[config.mk]
export PLATFORM = sky130hd
export DESIGN_NAME = issue_scheduler
export DESIGN_NICKNAME = d
export VERILOG_FILES = /design/src/rtl/issue_scheduler_pkg.sv /design/src/rtl/issue_scheduler_credit_counter.sv /design/src/rtl/issue_scheduler.sv
export SDC_FILE = /design/constraint.sdc
export NUM_CORES = 1
export LEC_CHECK = 0
export ABC_CLOCK_PERIOD_IN_PS = 3700
export BUFFER_PORTS_ARGS = -buffer_cell sky130_fd_sc_hd__buf_2
export CAP_MARGIN = 40
export CORE_UTILIZATION = 56
export CTS_BUF_LIST = sky130_fd_sc_hd__clkbuf_16
export DETAILED_ROUTE_END_ITERATION = 16
export GPL_TIMING_DRIVEN = 0
export PLACE_DENSITY = 0.81
export SYNTH_ARGS = -nofsm -noshare
export SYNTH_HDL_FRONTEND = slang
export SYNTH_SLANG_ARGS = --single-unit
[constraint.sdc]
create_clock -name clk -period 3.7 [get_ports clk]
set_input_delay 0.37 -clock clk [delete_from_list [all_inputs] [get_ports clk]]
set_output_delay 0.37 -clock clk [all_outputs]
set_load 0.005 [all_outputs]
[src/rtl/issue_scheduler_pkg.sv]
// issue_scheduler_pkg: opcodes, FSM states and issue classes shared by the issue scheduler
package issue_scheduler_pkg;
  localparam logic [6:0] LUI     = 7'b0110111;
  localparam logic [6:0] AUIPC   = 7'b0010111;
  localparam logic [6:0] JAL     = 7'b1101111;
  localparam logic [6:0] JALR    = 7'b1100111;
  localparam logic [6:0] B_TYPE  = 7'b1100011;
  localparam logic [6:0] LD_TYPE = 7'b0000011;
  localparam logic [6:0] S_TYPE  = 7'b0100011;
  localparam logic [6:0] I_TYPE  = 7'b0010011;
  localparam logic [6:0] R_TYPE  = 7'b0110011;
  localparam int ROB_SIZE_WIDTH = 3;
  typedef enum logic [1:0] {RUN, JALR_WAIT, FLUSH} state_t;
  typedef enum logic [1:0] {CLS_ROB, CLS_RS, CLS_LSB} cls_t;
  function automatic cls_t classify(input logic [6:0] op);
    return (op == LD_TYPE || op == S_TYPE) ? CLS_LSB :
           (op == LUI || op == AUIPC || op == JAL) ? CLS_ROB : CLS_RS;
  endfunction
endpackage

[src/rtl/issue_scheduler_credit_counter.sv]
// issue_scheduler_credit_counter: free-entry credit counter with take/give/reload
module issue_scheduler_credit_counter #(
  parameter int DEPTH = 8,
  parameter int W = $clog2(DEPTH) + 1
) (
  input  logic         clk,
  input  logic         rst,
  input  logic         en,
  input  logic         take,
  input  logic         give,
  input  logic         reload,
  output logic [W-1:0] free,
  output logic         nonzero
);
  localparam logic [W-1:0] FULL = W'(DEPTH);
  logic [W-1:0] free_q, free_d;
  // take and give in one cycle cancel; a give at FULL saturates
  always_comb begin
    free_d = !en ? free_q :
             reload ? FULL :
             (take && !give) ? free_q - 1'b1 :
             (give && !take && free_q != FULL) ? free_q + 1'b1 : free_q;
  end
  // credit register; a release with every entry already free is a protocol error
  always_ff @(posedge clk) begin
    if (rst) free_q <= FULL;
    else free_q <= free_d;
    if (!rst && en && !reload && give && !take)
      assert (free_q != FULL) else $error("credit released while already full");
  end
  assign free = free_q;
  assign nonzero = free_q != '0;
endmodule

[src/rtl/issue_scheduler.sv]
// issue_scheduler: credit-based issue of decoded instructions into RoB/RS/LSB
module issue_scheduler
  import issue_scheduler_pkg::*;
#(
  parameter int ROB_DEPTH = 8,
  parameter int RS_DEPTH  = 8,
  parameter int LSB_DEPTH = 8,
  parameter int ROB_W     = $clog2(ROB_DEPTH)
) (
  input  logic             clk,
  input  logic             rst,
  input  logic             rdy,
  input  logic             clear,
  input  logic             in_valid,
  input  logic [6:0]       in_type,
  input  logic             in_dep1,
  output logic             in_ready,
  output logic             issue_valid,
  output logic             issue_to_rs,
  output logic             issue_to_lsb,
  output logic [ROB_W-1:0] issue_rob_id,
  input  logic             rob_release,
  input  logic             rs_release,
  input  logic             lsb_release,
  output logic             fetch_stall
);
  state_t state_q, state_d;
  cls_t cls;
  logic [ROB_W-1:0] tail_q, tail_d, issue_rob_id_q, issue_rob_id_d;
  logic issue_valid_q, issue_valid_d, issue_to_rs_q, issue_to_rs_d, issue_to_lsb_q, issue_to_lsb_d;
  logic jalr_block, need_ok, fire, flush, rob_nz, rs_nz, lsb_nz;
  logic [$clog2(ROB_DEPTH):0] unused_rob_free;
  logic [$clog2(RS_DEPTH):0] unused_rs_free;
  logic [$clog2(LSB_DEPTH):0] unused_lsb_free;
  // accept decision, FSM next state and issue register next values
  always_comb begin
    cls = classify(in_type);
    jalr_block = in_type == JALR && in_dep1;
    need_ok = rob_nz && (cls != CLS_RS || rs_nz) && (cls != CLS_LSB || lsb_nz);
    in_ready = rdy && !clear && state_q == RUN && need_ok && !jalr_block;
    fire = in_valid && in_ready;
    flush = rdy && state_q == FLUSH;
    state_d = !rdy ? state_q :
              clear ? FLUSH :
              (state_q == RUN && in_valid && jalr_block) ? JALR_WAIT :
              ((state_q == JALR_WAIT && !in_dep1) || state_q == FLUSH) ? RUN : state_q;
    tail_d = flush ? '0 : fire ? tail_q + 1'b1 : tail_q;
    issue_valid_d = rdy ? fire : issue_valid_q;
    issue_to_rs_d = rdy ? fire && cls == CLS_RS : issue_to_rs_q;
    issue_to_lsb_d = rdy ? fire && cls == CLS_LSB : issue_to_lsb_q;
    issue_rob_id_d = fire ? tail_q : issue_rob_id_q;
  end
  // state, tail and registered issue outputs
  always_ff @(posedge clk) begin
    if (rst) begin
      state_q <= RUN;
      tail_q <= '0;
      issue_valid_q <= 1'b0;
      issue_to_rs_q <= 1'b0;
      issue_to_lsb_q <= 1'b0;
      issue_rob_id_q <= '0;
    end else begin
      state_q <= state_d;
      tail_q <= tail_d;
      issue_valid_q <= issue_valid_d;
      issue_to_rs_q <= issue_to_rs_d;
      issue_to_lsb_q <= issue_to_lsb_d;
      issue_rob_id_q <= issue_rob_id_d;
    end
  end
  issue_scheduler_credit_counter #(.DEPTH(ROB_DEPTH)) u_rob (
    .clk(clk), .rst(rst), .en(rdy), .take(fire), .give(rob_release), .reload(flush),
    .free(unused_rob_free), .nonzero(rob_nz));
  issue_scheduler_credit_counter #(.DEPTH(RS_DEPTH)) u_rs (
    .clk(clk), .rst(rst), .en(rdy), .take(fire && cls == CLS_RS), .give(rs_release), .reload(flush),
    .free(unused_rs_free), .nonzero(rs_nz));
  issue_scheduler_credit_counter #(.DEPTH(LSB_DEPTH)) u_lsb (
    .clk(clk), .rst(rst), .en(rdy), .take(fire && cls == CLS_LSB), .give(lsb_release), .reload(flush),
    .free(unused_lsb_free), .nonzero(lsb_nz));
  assign issue_valid = issue_valid_q;
  assign issue_to_rs = issue_to_rs_q;
  assign issue_to_lsb = issue_to_lsb_q;
  assign issue_rob_id = issue_rob_id_q;
  assign fetch_stall = state_q != RUN;
endmodule

==> results of run 1 <==
## layout make-up
class,count,area (sq um)
clock buffer,3,75.1
inverter,14,52.6
timing repair buffer,22,110
tap,30,37.5
buffer,6,27.5
clock inverter,1,3.75
multi-input combinational,140,1030
fill,225,767
sequential,23,460
## metal layers
layer / part of all wire [%] / routed length (microns) / vias up / track usage [%]
met5: 0 / 0 / - / 0
met4: 0.93 / 35 / 0 / 10.0
met3: 6.4 / 239 / 6 / 5.19
met2: 49 / 1850 / 58 / 47.6
met1: 43 / 1620 / 700 / 34.9
li1: - / - / 746 / -
## per-stage QoR
step / area [sq um] / total power, mW / utilization [%]
final: 1800 / 0.625 / 70.1
after global routing: 1800 / 0.651 / 70.1
after detailed placement: 1720 / 0.398 / 67.1
after floorplan: 1570 / 0.359 / -
after global placement: 1720 / 0.389 / 67.1
after CTS: 1800 / 0.628 / 70.1
## worst min path at each step
stage | endpoint | slack, ps | depth (start not counted)
global route | state_q[1] | 420 | 3
detailed placement | issue_rob_id[2] | 480 | 2
global placement | issue_rob_id[2] | 470 | 2
floorplan | u_lsb.free[2] | 470 | 2
finish | state_q[1] | 400 | 3
CTS | state_q[1] | 400 | 3
## cells by family (layout without fill, tap and decap cells)
group	Yosys count	in the layout	synth area share (%)
XOR/XNOR	5	5	2.78
AND/OR/NAND/NOR	66	66	23.4
buffers and inverters	20	46	5.09
multiplexers	4	4	2.54
flip-flops	23	23	29.3
AO/OA/AOI/OAI	55	55	27.6
adder cells (fa/ha/maj)	10	10	9.38
## registers in the layout, summed over array words and instances, names as in the netlist
name and flops:
tail_q 3, state_q 2, u_lsb.free 4, u_rob.free 4
u_rs.free 4, issue_valid 1, issue_rob_id 3, issue_to_lsb 1
issue_to_rs 1
## worst reg2reg max path, stage by stage (launching register included)
cell       delay [ps]
dfxtp_1           400
nor3_2            110
a2111oi_4         470
o2111ai_4         270
nor3_1            610
ha_1              360
a21o_1            170
a21oi_1           230
nand4_1           150
o311a_1           150
or3_1             330
## power groups by stage
stage | Combinational [mW] | Sequential [mW] | Clock, mW
CTS | 0.120 | 0.273 | 0.235
floorplan | 0.0846 | 0.274 | 0
finish | 0.121 | 0.273 | 0.232
global route | 0.135 | 0.274 | 0.242
global placement | 0.113 | 0.276 | 0
detailed placement | 0.119 | 0.278 | 0
## synthesized netlist by cell type, types with 2 or more instances
master / count
dfxtp_1: 23
nor2_1: 14
nand2_1: 12
a21oi_1: 11
inv_1: 11
nand3_1: 9
ha_1: 7
a21o_1: 5
nor3_1: 5
clkbuf_1: 4
mux2i_1: 4
o21ai_0: 4
fa_1: 3
inv_2: 3
nand4_1: 3
o211ai_1: 3
o21ai_1: 3
o221ai_1: 3
or4_1: 3
xnor2_1: 3
a22oi_1: 2
a31oi_1: 2
and3_1: 2
nand2b_1: 2
nor3b_1: 2
o2bb2ai_1: 2
o311a_1: 2
o31ai_1: 2
o32ai_1: 2
or3_1: 2
xor2_1: 2
==> impl_metrics.yaml, run 1 <==
outcome:
  status: "complete, no violations"
yosys:
  syn-num-nets: 209
  ys_top_cells_by_area: "dfxtp_1 29%, ha_1 5.6%, fa_1 3.8%"
  synth_top_area_cell: "dfxtp_1"
  synthArstFlopShare_pct: 0
  synth_edf_count: 0
  yosysUniqueCellTypes: 59
  syn_avg_cell_area_sq_um: 8.60
  synthFlopType: "dfxtp_1"
  ys_seq_elements: 23
  syn_inst: 183
  yosysSeqAreaShare_pct: 29.3
  syn_area_sq_um: 1570
  ys_warn_count: 0
  synth_top_area_share_pct: 29.3
worst_setup_path:
  crit_path_end_kind: "flop"
  crit_type: "flop to flop"
  critical_path_depth: 10
  rr_worst_depth: 10
  r2r-end: "u_rs.free[3]"
  crit_chain: "nor3_2 -> a2111oi_4 -> o2111ai_4 -> nor3_1 -> ha_1 -> a21o_1 -> a21oi_1 -> nand4_1 -> o311a_1 -> or3_1"
  start_kind: "flop"
  crit_arrival_ps: 3510
  slowest_delay_ps: 610
  rrSetupSlack_ps: 330
  critPathLaunch: "u_rob.free[0]"
  cp.required_ps: 3840
  crit_family: "compound AO/OA/AOI/OAI gates"
  critPathBufInv: 0
  path_max_fanout: 10
  rr_startpoint: "u_rob.free[0]"
  critPathCapture: "u_rs.free[3]"
  cpMaxStageDelayCell: "nor3_1"
flow_run:
  cap_violations: 0
layout:
  instances_no_fill: 239
  n_antenna_cell: 0
  nets: 236
  syn2layout_area_growth_pct: 14.4
  final_layout_size_suffix_gt1_share_pct: 18.7
  final_cell_mix: "23 x buf_2, 23 x dfxtp_1, 14 x nor2_1"
global_route:
  grt_usage_pct: 27.9
  first_global_vias: 1411
  overflow: 0
  grt_max_degree: 13
  grt_first_pass_wirelength_microns: 6110
  antenna_found_initial: 0
timing:
  worst_slew_pin_slew_ps: 659
  max_slew_margin_pct: 55.7
  clock.fmax_mhz: 297
  hold_viol_final: 0
  slew_viol_final: 0
  setup_viol: 0
  holdWs_ps: 405
  fin_tns_setup_ps: 0
  fin_skew_ps: 1.98
  fin_ws_ps: 335
  finalCritPeriodShare_pct: 90.9
  period_needed_ps: 3370
  rsz0062_at_grt: "no"
detailed_routing:
  drc: 0
  dr.pass1.iters: 4
  ant_nets: 0
  vias: 1510
  vias_per_cell: 6.32
  drt-initial-drc-count: 46
  wl_microns: 3750
  wl_per_cell_microns: 15.7
clocking:
  hold_buffers: 0
  ctsResizeCount: 0
  cts-buffers-inserted: 3
  clkTransAtPathRegs_ps: 60
  cts-root-buf: "clkbuf_16"
  cts_tree: "yes"
  htree_num_levels: 1
  cts_buffer_depth: 2
  cts.sinks: 23
  clk_latency_ps: 250
  post_cts.repair.setup_buffers: 0
place:
  portBuffers: 22
  dp_hpwl_microns: 2890
  dp.cells: 235
  gp_congestion: 0.876
  dp_slack_ps: 317
floorplan:
  dieWidth_microns: 55.0
  core_sq_um: 2570
  dieArea_sq_um: 3030
  die_y_microns: 55.0
  rows: 18
  io_pins: 24
  initial_core_util_pct: 61.3
pwr:
  power_frac_comb_pct: 19.3
  leakage_nw: 0.799
  power.density_nw_per_um2: 347
  peakVddDrop_mv: 0.404
  seqPwrFrac_pct: 43.6
  swShare_pct: 27.9
  p_clk_share_pct: 37.1
  switchingPower_uw: 175
  p_int_uw: 451
min_path:
  holdCritStartpoint: "clear"
  hp-class: "input pin to flop"
No activity file was read; power rests on OpenSTA's default activity.
==> inputs of run 2 (changes only) <==
--- a/config.mk
+++ b/config.mk
@@ -8,11 +8,12 @@
 export ABC_CLOCK_PERIOD_IN_PS = 3700
 export BUFFER_PORTS_ARGS = -buffer_cell sky130_fd_sc_hd__buf_2
 export CAP_MARGIN = 40
-export CORE_UTILIZATION = 56
+export CORE_UTILIZATION = 57
 export CTS_BUF_LIST = sky130_fd_sc_hd__clkbuf_16
 export DETAILED_ROUTE_END_ITERATION = 16
 export GPL_TIMING_DRIVEN = 0
 export PLACE_DENSITY = 0.81
 export SYNTH_ARGS = -nofsm -noshare
 export SYNTH_HDL_FRONTEND = slang
+export SYNTH_HIERARCHICAL = 1
 export SYNTH_SLANG_ARGS = --single-unit
==> run 2 against run 1 <==
Against the previous run:
- sequential power fell by 3%
- die area up 4.9%
- critical path depth increased by 2
- register-to-register slack lost 200 ps
- first-iteration DRC count grew to 2.9 times the previous value
- maximum frequency shrank 5.5%
- critical endpoint is now u_lsb/free[3]
==> impl_metrics.yaml, run 2 <==
timing:
  fin_tns_setup_ps: 0
  rsz0062_at_grt: "no"
  slew_viol_final: 0
  max_slew_margin_pct: 68.3
  clock.fmax_mhz: 281
  setup_viol: 0
  holdWs_ps: 426
  hold_viol_final: 0
  period_needed_ps: 3560
  fin_skew_ps: 2.90
  finalCritPeriodShare_pct: 96.2
  worst_slew_pin_slew_ps: 475
min_path:
  holdCritStartpoint: "in_valid"
  min_to: "state_q[0]"
  hp-class: "input pin to flop"
  hold_depth: 3
yosys:
  yosysMostFrequentCell: "dfxtp_1"
  ys_warn_count: 6
  synth_top_area_cell: "dfxtp_1"
  ys_seq_elements: 23
  synthFlopType: "dfxtp_1"
  synthArstFlopShare_pct: 0
  syn_avg_cell_area_sq_um: 9.36
  syn_area_sq_um: 1680
  synthTopCellsByCount: "23 x dfxtp_1, 14 x a21oi_1, 12 x or4_2"
  ys_top_cells_by_area: "dfxtp_1 27%, or4_2 6.2%, ha_1 5.2%"
  syn-num-nets: 203
  synth_top_area_share_pct: 27.3
  yosysSeqAreaShare_pct: 27.3
  syn_inst: 180
  yosysUniqueCellTypes: 50
  synth_edf_count: 0
detailed_routing:
  drt-initial-drc-count: 134
  drc: 0
  wl_microns: 3980
  ant_nets: 0
  vias_per_cell: 6.67
  dr.pass1.iters: 4
  vias: 1593
  wl_per_cell_microns: 16.7
pwr:
  power.density_nw_per_um2: 319
  peakVddDrop_mv: 0.277
  leakage_nw: 0.777
  total_power_uw: 623
global_route:
  grt_usage_pct: 27.3
  antenna_found_initial: 0
  grt_max_degree: 27
  busiest_layer: "met2"
  grt_first_pass_wirelength_microns: 6830
  met2_usage_pct: 46.9
  met3_usage_pct: 4.61
  first_global_vias: 1537
  met1_usage_pct: 32.4
  overflow: 0
place:
  portBuffers: 23
  dp_hpwl_microns: 2960
  placed_area_sq_um: 1860
  gp_congestion: 0.819
worst_setup_path:
  crit_type: "flop to flop"
  crit_arrival_ps: 3710
  start_kind: "flop"
  crit_path_end_kind: "flop"
  rr_startpoint: "u_lsb/free[2]"
  rrSetupSlack_ps: 140
  path_max_fanout: 7
  r2r-end: "u_lsb/free[3]"
  cp.required_ps: 3850
  rr_worst_depth: 12
layout:
  finish.instance_area_sq_um: 1950
  syn2layout_area_growth_pct: 15.8
  final-seq-area_sq_um: 462
  final_layout_size_suffix_gt1_share_pct: 34.6
  multiInputGateArea_sq_um: 1170
  final_cell_mix: "23 x buf_2, 22 x dfxtp_1, 14 x a21oi_1"
  n_antenna_cell: 0
  nets: 232
  fillCellCount: 220
  final_common_cell: "buf_2"
floorplan:
  initial_core_util_pct: 60.5
  rows: 19
  die_y_microns: 56.4
  dieWidth_microns: 56.4
  core_sq_um: 2780
  dieArea_sq_um: 3180
  io_pins: 24
clocking:
  hold_buffers: 0
  cts-root-buf: "clkbuf_16"
  cts_buffer_depth: 2
  cts_tree: "yes"
  cts-buffers-inserted: 3
  clk_latency_ps: 260
  htree_num_levels: 1
  cts.sinks: 23
  post_cts.repair.setup_buffers: 0
  clkTransAtPathRegs_ps: 60
flow_run:
  cap_violations: 0
outcome:
  status: "complete, no violations"
[run 2: cell types whose count changed after synthesis, sizes merged, moves of 6 or more]
cell,change
nand3,-9
nor3b,+6
nand4,+6
nand2,-8
or4,+9
[run 2: how the worst max path moves through the flow]
stage | startpoint | endpoint | slack (ps)
floorplan | u_lsb/free[0] | u_rs/free[3] | 340
global placement | u_lsb/free[0] | u_rs/free[3] | 190
detailed placement | u_lsb/free[0] | u_rs/free[3] | 100
CTS | u_lsb/free[0] | u_rs/free[3] | 60
global route | u_lsb/free[2] | u_lsb/free[3] | 40
finish | u_lsb/free[2] | u_lsb/free[3] | 140
[run 2: final cells by class]
type | count | share of cell area [%]
repair buffers | 24 | 6.68
clock buffers | 3 | 3.85
well taps | 31 | 1.99
multi-input cells | 143 | 60.3
plain buffers | 4 | 1.35
flip-flops and latches | 23 | 23.7
clock inverters | 1 | 0.257
inverters | 10 | 1.93
[run 2: layer usage]
layer	wire, microns	up-vias
li1	-	773
met2	1930	51
met5	0	-
met1	1750	757
met4	116	0
met3	185	12
[run 2: through the flow]
| stage | setup WS (ps) | utilization, % | std cells |
|---|---|---|---|
| finish | 140 | 70.1 | 239 |
| CTS | 62.1 | 69.6 | 239 |
| global route | 36.7 | 70.1 | 239 |
| detailed placement | 103 | 66.7 | 235 |
| global placement | 193 | 66.1 | 234 |
| floorplan | 337 | - | 180 |
[run 2: critical path, stage by stage, from the launching register on]
cell	delay, ps
dfxtp_1	330
or4_2	690
or4_4	440
o21a_4	240
nand3_4	100
nor2_1	70
nor2b_1	130
clkbuf_4	160
ha_1	320
a31oi_1	190
o2bb2ai_1	110
or4_2	540
o311a_1	120
[run 2: power breakdown]
group,leakage (nW),total (mW),switching (mW),internal [mW]
logic,0.550,0.122,0.0672,0.0553
registers,0.187,0.265,0.00945,0.255
clock network,0.0409,0.235,0.0899,0.145
[run 2: cells by family (layout without fill, tap and decap cells)]
logic type / count (synthesis) / count (layout) / synth area share [%]
muxes: 2 / 2 / 1.56
buffers and inverters: 14 / 42 / 3.79
DFF: 23 / 23 / 27.3
xor gates and xnor gates: 7 / 7 / 3.64
and+or+nand+nor: 70 / 70 / 31.8
adders and majority gates: 7 / 7 / 5.20
AOI/OAI and AO/OA: 57 / 57 / 26.7
[run 2: timing repair]
action | CTS | global route
setup endpoints to repair | 0 | 1
gates resized for setup | 0 | 2
hold endpoints to repair | 0 | 0
==> inputs of run 3 (changes only) <==
--- a/config.mk
+++ b/config.mk
@@ -8,6 +8,7 @@
 export ABC_CLOCK_PERIOD_IN_PS = 3700
 export BUFFER_PORTS_ARGS = -buffer_cell sky130_fd_sc_hd__buf_2
 export CAP_MARGIN = 40
+export CORE_ASPECT_RATIO = 1.5
 export CORE_UTILIZATION = 57
 export CTS_BUF_LIST = sky130_fd_sc_hd__clkbuf_16
 export DETAILED_ROUTE_END_ITERATION = 16
==> run 3 against run 2 <==
Against the previous run:
- maximum frequency is 1.2% lower
- critical path depth did not move
- largest cell class unchanged
- worst setup slack worse by 42 ps
- highest routed layer unchanged
==> impl_metrics.yaml, run 3 (same netlist as run 2, synthesis figures left out) <==
layout:
  syn2layout_area_growth_pct: 16.2
  final_layout_size_suffix_gt1_share_pct: 34.6
  nets: 232
  final_common_cell: "buf_2"
  instances_no_fill: 245
  fillCellCount: 221
  final_cell_mix: "23 x buf_2, 22 x dfxtp_1, 14 x a21oi_1"
  final_util_pct: 71.6
  n_antenna_cell: 0
clocking:
  htree_num_levels: 1
  clk_latency_ps: 250
  cts.sinks: 23
  clkTransAtPathRegs_ps: 60
  cts_tree: "yes"
  hold_buffers: 0
  cts-root-buf: "clkbuf_16"
  cts_buffer_depth: 2
  cts-buffers-inserted: 3
global_route:
  grt_usage_pct: 27.9
  antenna_found_initial: 0
  grt_max_degree: 27
  grt_first_pass_wirelength_microns: 6450
  first_global_vias: 1472
  overflow: 0
worst_setup_path:
  rr_startpoint: "u_lsb/free[2]"
  cp.required_ps: 3840
  slowest_delay_ps: 670
  path_max_fanout: 7
  cpMaxStageDelayCell: "or4_2"
  crit_path_end_kind: "flop"
  crit_type: "flop to flop"
  crit_family: "simple AND/OR/NAND/NOR gates"
  critPathLaunch: "u_lsb/free[2]"
  crit_chain: "or4_2 -> or4_4 -> o21a_4 -> nand3_4 -> inv_2 -> nor2b_1 -> clkbuf_4 -> ha_1 -> a31oi_1 -> o2bb2ai_1 -> or4_2 -> o311a_1"
  start_kind: "flop"
  worst_path_most_repeated_cell: "or4_2"
  crit_arrival_ps: 3740
  critPathBufInv: 2
floorplan:
  dieArea_sq_um: 3180
  core_sq_um: 2730
  initial_core_util_pct: 61.6
  dieWidth_microns: 46.4
  rows: 23
  die_y_microns: 68.6
  io_pins: 24
timing:
  setup_viol: 0
  holdWs_ps: 436
  max_slew_margin_pct: 69.7
  hold_viol_final: 0
  fin_ws_ps: 97.6
  fin_skew_ps: 3.62
  worst_slew_pin_slew_ps: 454
  slew_viol_final: 0
  clock.fmax_mhz: 278
  finalCritPeriodShare_pct: 97.4
  period_needed_ps: 3600
outcome:
  status: "complete, no violations"
detailed_routing:
  drc: 0
  vias: 1599
  dr_wl_met3_microns: 121
  wl_per_cell_microns: 16.9
  routedLengthMet1_microns: 1640
  ant_nets: 0
  routed.top_layer: "met4"
  drt-initial-drc-count: 52
  met2_length_microns: 2350
  dr.pass1.iters: 4
  wl_microns: 4140
  vias_per_cell: 6.53
place:
  gp_congestion: 0.834
  dp_hpwl_microns: 2990
  portBuffers: 23
  dp_slack_ps: 110
  dp.cells: 241
flow_run:
  cap_violations: 0
min_path:
  hp-class: "input pin to flop"
  holdCritStartpoint: "in_valid"
pwr:
  peakVddDrop_mv: 0.226
  total_power_uw: 623
  power.density_nw_per_um2: 319
  leakage_nw: 0.777
[run 3: cell counts in the layout (fill, tap and decap cells not counted)]
Identical to the previous run, type by type.
[run 3: per-layer routing]
layer	vias to the layer above	track usage (%)
li1	775	-
met1	780	28.6
met2	40	55.0
met3	4	3.13
met4	0	8.82
met5	-	0
[run 3: timing repair]
action                                  CTS  global route
endpoints found under the setup margin    0             2
gates resized for setup                   0             2
endpoints found under the hold margin     0             0
buffers inserted                          0             0
[run 3: worst paths after layout]
kind                     endpoint  cells past startpoint  slack, ps
setup / recovery    u_rob/free[3]                     12        100
hold / removal         state_q[0]                      3        440
setup reg to reg    u_rob/free[3]                     12        100
hold reg to reg   issue_rob_id[1]                      2        470
[run 3: final cells by class]
type / count / area [sq um] / area share [%]
well taps: 37 / 46.3 / 2.37
clock inverters: 1 / 5.00 / 0.256
multi-input cells: 143 / 1170 / 60.0
plain buffers: 4 / 26.3 / 1.34
flip-flops and latches: 23 / 462 / 23.6
inverters: 10 / 37.5 / 1.92
clock buffers: 3 / 75.1 / 3.84
repair buffers: 24 / 130 / 6.65
[run 3: report_power, final]
group	leakage [nW]	switching [mW]	total [mW]	internal (mW)
Combinational	0.550	0.0674	0.122	0.0550
Clock	0.0409	0.0904	0.236	0.145
Sequential	0.187	0.00988	0.265	0.255
Total	0.777	0.168	0.623	0.456
[run 3: worst min-delay path, cell delays in order]
cell and delay (ps):
buf_2 110, a32oi_1 90, nor2_1 80
[run 3: per-stage QoR]
step	TNS (ps)	cell area (sq um)
finish	0	1960
global route	-2.14	1960
CTS	0	1940
detailed placement	0	1860
global placement	0	1850
floorplan	0	1680
